## config.mk

```make
export PLATFORM = sky130hd
export DESIGN_NAME = mem_access
export DESIGN_NICKNAME = d
export VERILOG_FILES = /design/src/rtl/mem_access.sv
export SDC_FILE = /design/constraint.sdc
export NUM_CORES = 1
export LEC_CHECK = 0
export ABC_AREA = 1
export CAP_MARGIN = 20
export CORE_ASPECT_RATIO = 1.75
export CORE_MARGIN = 2
export CORE_UTILIZATION = 48
export CTS_BUF_LIST = sky130_fd_sc_hd__clkbuf_16
export DETAILED_ROUTE_END_ITERATION = 16
export DONT_BUFFER_PORTS = 1
export MAX_ROUTING_LAYER = met4
export PLACE_DENSITY = 0.64
export SYNTH_ARGS = -nofsm -noshare
export SYNTH_HDL_FRONTEND = slang
export SYNTH_SLANG_ARGS = --single-unit
```

## constraint.sdc

```tcl
create_clock -name clk_in -period 3.45 [get_ports clk_in]
set_input_delay 0.69 -clock clk_in [delete_from_list [all_inputs] [get_ports clk_in]]
set_output_delay 0.69 -clock clk_in [all_outputs]
set_load 0.01 [all_outputs]
```

## src/rtl/mem_access.sv

```systemverilog
// MEM pipeline stage: moves load/store data over a byte-wide bus, one byte per
// granted cycle, and holds the pipeline until the access completes.
//
// state | meaning
// IDLE  | no access in flight; byte 0 issues here as soon as a mem op appears
// XFER  | issuing bytes 1..N-1, one per granted cycle
// DRAIN | loads only: last read byte returns this cycle
// DONE  | result presented to MEM_WB, stall released
module mem_access #(
    parameter int ADDR_W = 32,
    parameter int DATA_W = 32
) (
    input  logic              clk_in,
    input  logic              rst_in,
    input  logic [5:0]        instIdx_in,
    input  logic [ADDR_W-1:0] memAddr_in,
    input  logic [DATA_W-1:0] valStore_in,
    input  logic              rdE_in,
    input  logic [4:0]        rdIdx_in,
    input  logic [DATA_W-1:0] rdData_in,
    input  logic              memGrant_in,
    input  logic [7:0]        memData_in,
    output logic              memReq_out,
    output logic [ADDR_W-1:0] memAddr_out,
    output logic [7:0]        memData_out,
    output logic              memWr_out,
    output logic              stallReq_out,
    output logic              rdE_out,
    output logic [4:0]        rdIdx_out,
    output logic [DATA_W-1:0] rdData_out
);

    localparam logic [5:0] INST_LB  = 6'd10;
    localparam logic [5:0] INST_LH  = 6'd11;
    localparam logic [5:0] INST_LW  = 6'd12;
    localparam logic [5:0] INST_LBU = 6'd13;
    localparam logic [5:0] INST_LHU = 6'd14;
    localparam logic [5:0] INST_SB  = 6'd15;
    localparam logic [5:0] INST_SH  = 6'd16;
    localparam logic [5:0] INST_SW  = 6'd17;

    localparam logic [4:0] REG_NOP = 5'd0;

    localparam logic [1:0] S_IDLE  = 2'd0;
    localparam logic [1:0] S_XFER  = 2'd1;
    localparam logic [1:0] S_DRAIN = 2'd2;
    localparam logic [1:0] S_DONE  = 2'd3;

    logic [1:0]        state;
    logic [2:0]        cnt;
    logic [DATA_W-1:0] buffer;
    logic              pend_rd;
    logic [1:0]        pend_idx;

    logic              is_load;
    logic              is_store;
    logic              ext_sign;
    logic [2:0]        n_bytes;
    logic              mem_op;
    logic              issuing;
    logic              last_byte;
    logic [DATA_W-1:0] load_val;

    always_comb begin
        is_load  = 1'b0;
        is_store = 1'b0;
        ext_sign = 1'b0;
        n_bytes  = 3'd0;
        case (instIdx_in)
            INST_LB:  begin is_load  = 1'b1; ext_sign = 1'b1; n_bytes = 3'd1; end
            INST_LH:  begin is_load  = 1'b1; ext_sign = 1'b1; n_bytes = 3'd2; end
            INST_LW:  begin is_load  = 1'b1; n_bytes = 3'd4; end
            INST_LBU: begin is_load  = 1'b1; n_bytes = 3'd1; end
            INST_LHU: begin is_load  = 1'b1; n_bytes = 3'd2; end
            INST_SB:  begin is_store = 1'b1; n_bytes = 3'd1; end
            INST_SH:  begin is_store = 1'b1; n_bytes = 3'd2; end
            INST_SW:  begin is_store = 1'b1; n_bytes = 3'd4; end
            default:  ;
        endcase
    end

    assign mem_op    = is_load | is_store;
    // IDLE issues byte 0 directly so a continuously granted load costs only N+2 cycles.
    assign issuing   = mem_op && ((state == S_IDLE) || (state == S_XFER));
    assign last_byte = (cnt == n_bytes - 3'd1);

    always_comb begin
        case (n_bytes)
            3'd1:    load_val = {{(DATA_W-8){ext_sign & buffer[7]}}, buffer[7:0]};
            3'd2:    load_val = {{(DATA_W-16){ext_sign & buffer[15]}}, buffer[15:0]};
            default: load_val = buffer;
        endcase
    end

    always_ff @(posedge clk_in) begin
        if (rst_in) begin
            state    <= S_IDLE;
            cnt      <= 3'd0;
            buffer   <= '0;
            pend_rd  <= 1'b0;
            pend_idx <= 2'd0;
        end else begin
            // The byte requested last cycle arrives now, whatever the grant is doing.
            if (pend_rd) begin
                buffer[8*pend_idx +: 8] <= memData_in;
            end
            pend_rd <= 1'b0;

            case (state)
                S_IDLE, S_XFER: begin
                    if (issuing && memGrant_in) begin
                        cnt      <= cnt + 3'd1;
                        pend_rd  <= is_load;
                        pend_idx <= cnt[1:0];
                        if (last_byte) begin
                            state <= is_store ? S_DONE : S_DRAIN;
                        end else begin
                            state <= S_XFER;
                        end
                    end
                end
                S_DRAIN: state <= S_DONE;
                S_DONE: begin
                    state <= S_IDLE;
                    cnt   <= 3'd0;
                end
                default: state <= S_IDLE;
            endcase
        end
    end

    // Outputs are held at their reset values while rst_in is high so an aborted
    // store cannot put another write on the bus.
    always_comb begin
        memReq_out   = 1'b0;
        memAddr_out  = '0;
        memData_out  = 8'd0;
        memWr_out    = 1'b0;
        stallReq_out = 1'b0;
        rdE_out      = 1'b0;
        rdIdx_out    = REG_NOP;
        rdData_out   = '0;
        if (!rst_in) begin
            if (!mem_op) begin
                rdE_out    = rdE_in;
                rdIdx_out  = rdIdx_in;
                rdData_out = rdData_in;
            end else begin
                rdIdx_out    = rdIdx_in;
                stallReq_out = (state != S_DONE);
                if (issuing) begin
                    memReq_out  = 1'b1;
                    memAddr_out = memAddr_in + ADDR_W'(cnt);
                    memWr_out   = is_store;
                    memData_out = valStore_in[8*cnt[1:0] +: 8];
                end
                if ((state == S_DONE) && is_load) begin
                    rdE_out    = rdE_in;
                    rdData_out = load_val;
                end
            end
        end
    end

endmodule

```

==> results of run 1 <==
-- final timing paths --
check                      from              end  slack (ps)  cells past startpoint
hold reg to reg       buffer[2]        buffer[2]         460                      2
setup reg to reg    pend_idx[0]        buffer[6]        1250                      5
hold / removal        buffer[2]        buffer[2]         460                      2
setup / recovery  memAddr_in[0]  memAddr_out[26]         320                     10
-- registers in the layout, summed over array words and instances (netlist names) --
signal,count
pend_rd,1
state,2
pend_idx,2
cnt,3
buffer,32
-- area by class of cell --
| cell class | count | area, sq um | area share, % |
|---|---|---|---|
| inverter | 84 | 315 | 7.55 |
| clock buffer | 5 | 125 | 3.00 |
| timing repair buffer | 12 | 90.1 | 2.16 |
| sequential | 40 | 801 | 19.2 |
| multi-input combinational | 576 | 2720 | 65.1 |
| tap | 90 | 113 | 2.70 |
| clock inverter | 2 | 12.5 | 0.300 |
-- layer usage --
layer | vias up | global-route usage (%)
li1 | 2297 | -
met1 | 1987 | 23.7
met2 | 162 | 52.8
met3 | 23 | 3.64
met4 | 0 | 11.0
met5 | - | -
-- synthesized netlist by cell type (all sizes together), types with 4 or more instances --
cell type	instances	area share (%)
nand2	222	21
inv	83	7.9
nor3	23	2.9
nor4	4	0.95
a22oi	8	1.5
a21oi	96	12
o21ai	20	2.8
nand4	7	1.1
dfxtp	40	20
ha	12	3.8
xor2	8	1.8
clkbuf	13	1.2
nand3	33	4.2
buf	11	1.8
nor2	133	14
-- power by group through the flow --
stage | Combinational, mW | Sequential (mW) | Clock (mW)
6_report | 0.194 | 0.466 | 0.450
5_1_grt | 0.222 | 0.466 | 0.476
4_1_cts | 0.195 | 0.466 | 0.454
3_5_place_dp | 0.195 | 0.476 | 0
3_3_place_gp | 0.191 | 0.476 | 0
2_1_floorplan | 0.169 | 0.476 | 0
-- cell families after synthesis --
logic type	count (synthesis)	synth area share, %
AOI/OAI and AO/OA	128	17.5
xor gates and xnor gates	10	2.22
adders and majority gates	13	4.31
buffers and inverters	108	11.0
DFF	40	20.3
and+or+nand+nor	425	44.7
-- what timing repair did --
action                                  in CTS  in global routing
gates resized for setup                      0                  1
setup buffers                                0                  0
endpoints found under the setup margin       0                 18
-- layout by cell type (no fill, tap or decap) --
cell and n:
nand2_1 219, nor2_1 129, a21oi_1 95, inv_1 79, dfxtp_1 40, nand3_1 33
nor3_1 22, o21ai_0 19, ha_1 12, buf_4 12, xor2_1 8, a22oi_1 8
nand4_1 7, clkbuf_16 5, inv_2 4, nor2_4 3, a21o_1 2, nor4_1 2
nor3b_1 2, xnor2_1 2, nand2_2 2, nor4_2 2, nor3_2 1, o21ai_4 1
nor2_8 1, nand2_4 1, a21oi_2 1, a31oi_1 1, clkinv_1 1, o211ai_2 1
or2_2 1, fa_1 1, clkinvlp_4 1, clkinv_2 1
-- metrics by stage --
step	setup WS, ps	cell area (sq um)
2_1_floorplan	296	3950
3_3_place_gp	324	4030
3_5_place_dp	268	4030
6_report	324	4180
4_1_cts	264	4170
5_1_grt	75.5	4180
-- critical path, cell delays in order --
cell and delay (ps):
ha_1 180, fa_1 210, nand2_1 80, a21oi_2 200
nand2_1 190, nor2_4 180, nand3_1 120, nor2_1 270
a21oi_1 100, nor2_1 220
==> out/qor.yml, run 1 <==
nFillCells: 866
synth_nets: 856
clk_pin_slew_ps: 60
syn_area_per_cell_sq_um: 5.45
crit_type: "primary input to output pin"
die-area_sq_um: 9000
grt_usage_pct: 26.3
rsz0062_at_grt: "no"
viasPerCell: 5.52
setup_viol: 0
fp.dieH_um: 124
p_clk_share_pct: 40.5
p_int_mw: 0.792
pwr-share-seq_pct: 42.0
drt_iter0_drc: 175
maxCapViolCount: 0
worstPathArrival_ps: 2440
combPwrFrac_pct: 17.5
ys_seq_elements: 40
routed.top_layer: "met4"
nets: 851
finalHoldViolCount: 0
grt_pass1_wl_mm: 18.0
io_pins: 200
hp-class: "flip-flop to flip-flop"
placed_cells: 802
die_w_um: 72.6
synth_warnings: 0
tightest_slew_ps: 697
final_util_pct: 52.4
wl_mm: 12.0
clock-root-buffer: "clkbuf_16"
fin_hold_ws_ps: 460
ys_seq_area_share_pct: 20.3
p_leak_nw: 1.79
synth.distinct_cells: 34
cts_buffers: 5
hold_buffers: 0
fin_crit_sh_pct: 90.6
synth_cells: 724
power.density_nw_per_um2: 266
placementRows: 43
antenna_found_initial: 0
port_buffers: 0
syn_to_final_growth_pct: 5.74
syn_area_sq_um: 3950
fin_cells: 809
route.detailed.drc: 0
dr.pass1.iters: 4
switchingPower_mw: 0.318
path_max_fanout: 5
gp_congestion: 0.914
num_antenna_cells: 0
dp_hpwl_mm: 9.72
outcome: "finished, final reports clean"
drv_slew: 0
total_power_mw: 1.11
cts_max_path_buffers: 2
grt_pass1_vias: 4109
netSwitchingFraction_pct: 28.7
cts_tree: "built"
tns_ps: 0
synth_flop_cell: "dfxtp_1"
wl_met2_mm: 6.87
fin_worst_skew_ps: 5.37
synth-edff-count: 0
wl_met3_um: 620
layout-drive-gt1-share_pct: 5.15
max_clock_freq_ghz: 0.320
wl_met1_mm: 4.14
cp-end-kind: "output pin"
required_ps: 2760
clock_sinks: 40
vias: 4469
htree_levels: 2
startpoint_type: "primary input"
period_needed_ps: 3130
initial_core_util_pct: 49.6
ant_nets: 0
vdd.ir_drop.worst_v: 0.000198
core-area_sq_um: 7960
async_flop_share_pct: 0
grt_max_degree: 82
clock_latency_ps: 290
grt-ovfl-total: 0
slew_headroom_pct: 53.1
wl_per_cell_um: 14.8
No activity file was read; power rests on OpenSTA's default activity.
==> inputs of run 2 (changes only) <==
- ABC_AREA: 1 -> 0
- CORE_MARGIN: 2 -> unset
==> run 2 against run 1 <==
- combinational power down 14%
- worst hold slack better by 6.1 ps
- register-to-register slack better by 230 ps
- via count down 30%
- total power up 5.9%
- clock power up 21%
- critical path depth down 1
- flip-flop and latch count unchanged
- critical endpoint is now rdData_out[29]
- largest power group is now clock
==> out/qor.yml, run 2 <==
dpl_worst_slack_ps: 56.3  # -212 ps
period_needed_ps: 3360  # +238 ps
path_max_fanout: 10  # +5
slew_headroom_pct: 52.0  # -1.2 points
rsz0062_at_grt: "no"
grt_max_degree: 53  # -35%
tightest_slew_ps: 719  # +21.6 ps
largest_reg_flops: 32  # unchanged
syn_area_per_cell_sq_um: 7.96  # +46%
wl_per_cell_um: 17.6  # +19%
post_dp_cell_area_sq_um: 3660  # -9.1%
htree_levels: 2  # unchanged
initial_core_util_pct: 49.6  # about the same
wl_mm: 8.87  # -26%
viasPerCell: 6.21  # +12%
gp_congestion: 0.785  # -14%
tns_ps: 0  # unchanged
outcome: "finished, final reports clean"
largest-register: "buffer"
mostFrequentLayoutCells: "nor2_1, a22oi_1, dfxtp_1, xor2_1, nand4_1"
max_clock_freq_ghz: 0.297  # -7.1%
route.detailed.drc: 0  # unchanged
vias: 3134  # -30%
p_leak_nw: 1.29  # -28%
synth_top_cell_area_share_pct: 23.7  # +2.9 points
vdd.ir_drop.worst_v: 0.000261  # +32%
async_flop_share_pct: 0  # unchanged
worst-r2r-setup-slack_ps: 1480  # +230 ps
mostFrequentLayoutCell: "nor2_1"
drt_iter0_drc: 146  # -17%
grt-ovfl-total: 0  # unchanged
synth_nets: 556  # -35%
clock_latency_ps: 290  # about the same
syn_to_final_growth_pct: 14.0
yosysMostFrequentCell: "nor2_1"
die-area_sq_um: 7380  # -18%
clk_pin_slew_ps: 70  # about the same
syn_area_sq_um: 3370  # -15%
layout-drive-gt1-share_pct: 12.8  # +7.7 points
grt_usage_pct: 23.7  # -2.6 points
cts_tree: "built"
synth-edff-count: 0  # unchanged
placed_cells: 497  # -38%
ant_nets: 0  # unchanged
synth_warnings: 0  # unchanged
grt_pass1_vias: 2868  # -30%
cp-end-kind: "output pin"
io_pins: 200  # unchanged
synth_flop_cell: "dfxtp_1"
hp-class: "primary input to flip-flop"
finalHoldViolCount: 0  # unchanged
setup_viol: 0  # unchanged
dp_hpwl_mm: 7.13  # -27%
worstPathArrival_ps: 2670  # +230 ps
core-area_sq_um: 6810  # -15%
die_w_um: 65.4  # -9.9%
ys_seq_elements: 40  # unchanged
port_buffers: 0  # unchanged
cts_max_path_buffers: 2  # unchanged
drv_slew: 0  # unchanged
synth_cells: 424  # -41%
num_antenna_cells: 0  # unchanged
fin_crit_sh_pct: 97.5  # +6.9 points
fin_worst_skew_ps: 7.13  # +1.76 ps
clock_sinks: 40  # unchanged
cts_buffers: 5  # unchanged
ys_seq_area_share_pct: 23.7  # +3.5 points
synth_area_leaders: "dfxtp_1, nor2_1, a22oi_1"
synthTopCellsByCount: "nor2_1, a22oi_1, dfxtp_1"
antenna_found_initial: 0  # unchanged
power.density_nw_per_um2: 306  # +15%
nets: 552  # -35%
final_util_pct: 56.5  # +4.1 points
synth_top_cell_by_area: "dfxtp_1"
crit_type: "primary input to output pin"
hold_buffers: 0  # unchanged
final_cell_area_sq_um: 3840  # -7.9%
dr.pass1.iters: 4  # unchanged
grt_pass1_wl_mm: 13.3  # -26%
clock-root-buffer: "clkbuf_16"
startpoint_type: "primary input"
required_ps: 2760  # about the same
maxCapViolCount: 0  # unchanged
finalWorstSetupSlack_ps: 85.9  # -238 ps
postCtsSetupRepairBufs: 0  # unchanged
fp.dieH_um: 113  # -8.9%
fin_cells: 505  # -38%
placementRows: 40  # -7.0%
top_regs: "buffer (32), cnt (3)"
synth.distinct_cells: 48  # +41%
## run 2: cell count changes after synthesis, sizes merged, moves of 19 or more
cell / change
inv: -74
a22oi: +32
o2bb2ai: +24
nor2: -31
xor2: +19
nor3: -21
nand3: -24
a21oi: -85
nand2: -204
## run 2: area by class of cell
cell class | instances | area (sq um)
tap | 84 | 105
inverter | 9 | 33.8
multi-input combinational | 349 | 2610
sequential | 40 | 801
timing repair buffer | 15 | 125
clock inverter | 3 | 46.3
clock buffer | 5 | 125
fill | 627 | 2960
## run 2: cell families after synthesis
family,synth area share (%)
buffers and inverters,5.30
adders and majority gates,5.04
AOI/OAI and AO/OA,20.1
DFF,23.7
muxes,6.23
and+or+nand+nor,30.2
xor gates and xnor gates,9.35
## run 2: report_power, final
part / leakage (nW) / total, mW / switching, mW / internal [mW]
sequential: 0.322 / 0.465 / 0.00151 / 0.464
clock: 0.0804 / 0.543 / 0.200 / 0.344
combinational: 0.892 / 0.167 / 0.0870 / 0.0801
total: 1.29 / 1.18 / 0.288 / 0.888
## run 2: path summary, 6_finish.rpt
kind | start | to | cells past startpoint
worst max-delay path | instIdx_in[1] | rdData_out[29] | 9
worst min-delay path | rst_in | buffer[31] | 1
worst max register to register | pend_idx[0] | buffer[3] | 5
worst min register to register | buffer[24] | buffer[24] | 2
## run 2: worst max-delay path: stages
cell,delay (ps)
or4b_4,560
a21oi_2,150
a31oi_1,60
or2_4,260
ha_4,160
o21a_1,190
a21o_4,290
buf_12,170
o2bb2ai_4,140
## run 2: through the flow
| stage | hold WS [ps] | power (mW) |
|---|---|---|
| 5_1_grt | 462 | 1.21 |
| 6_report | 466 | 1.18 |
| 3_5_place_dp | 500 | 0.644 |
| 4_1_cts | 463 | 1.18 |
| 2_1_floorplan | 477 | 0.635 |
| 3_3_place_gp | 490 | 0.642 |
## run 2: metal layers
| metal | track usage, % | share of wire (%) |
|---|---|---|
| met1 | 22.3 | 35 |
| met2 | 45.4 | 56 |
| met3 | 4.74 | 6.3 |
| met4 | 8.41 | 2.2 |
| met5 | - | 0 |
## run 2: repair_timing
item                                    4_1_cts  5_1_grt
endpoints found under the hold margin         0        0
gates resized for setup                       0        1
endpoints found under the setup margin        0       10
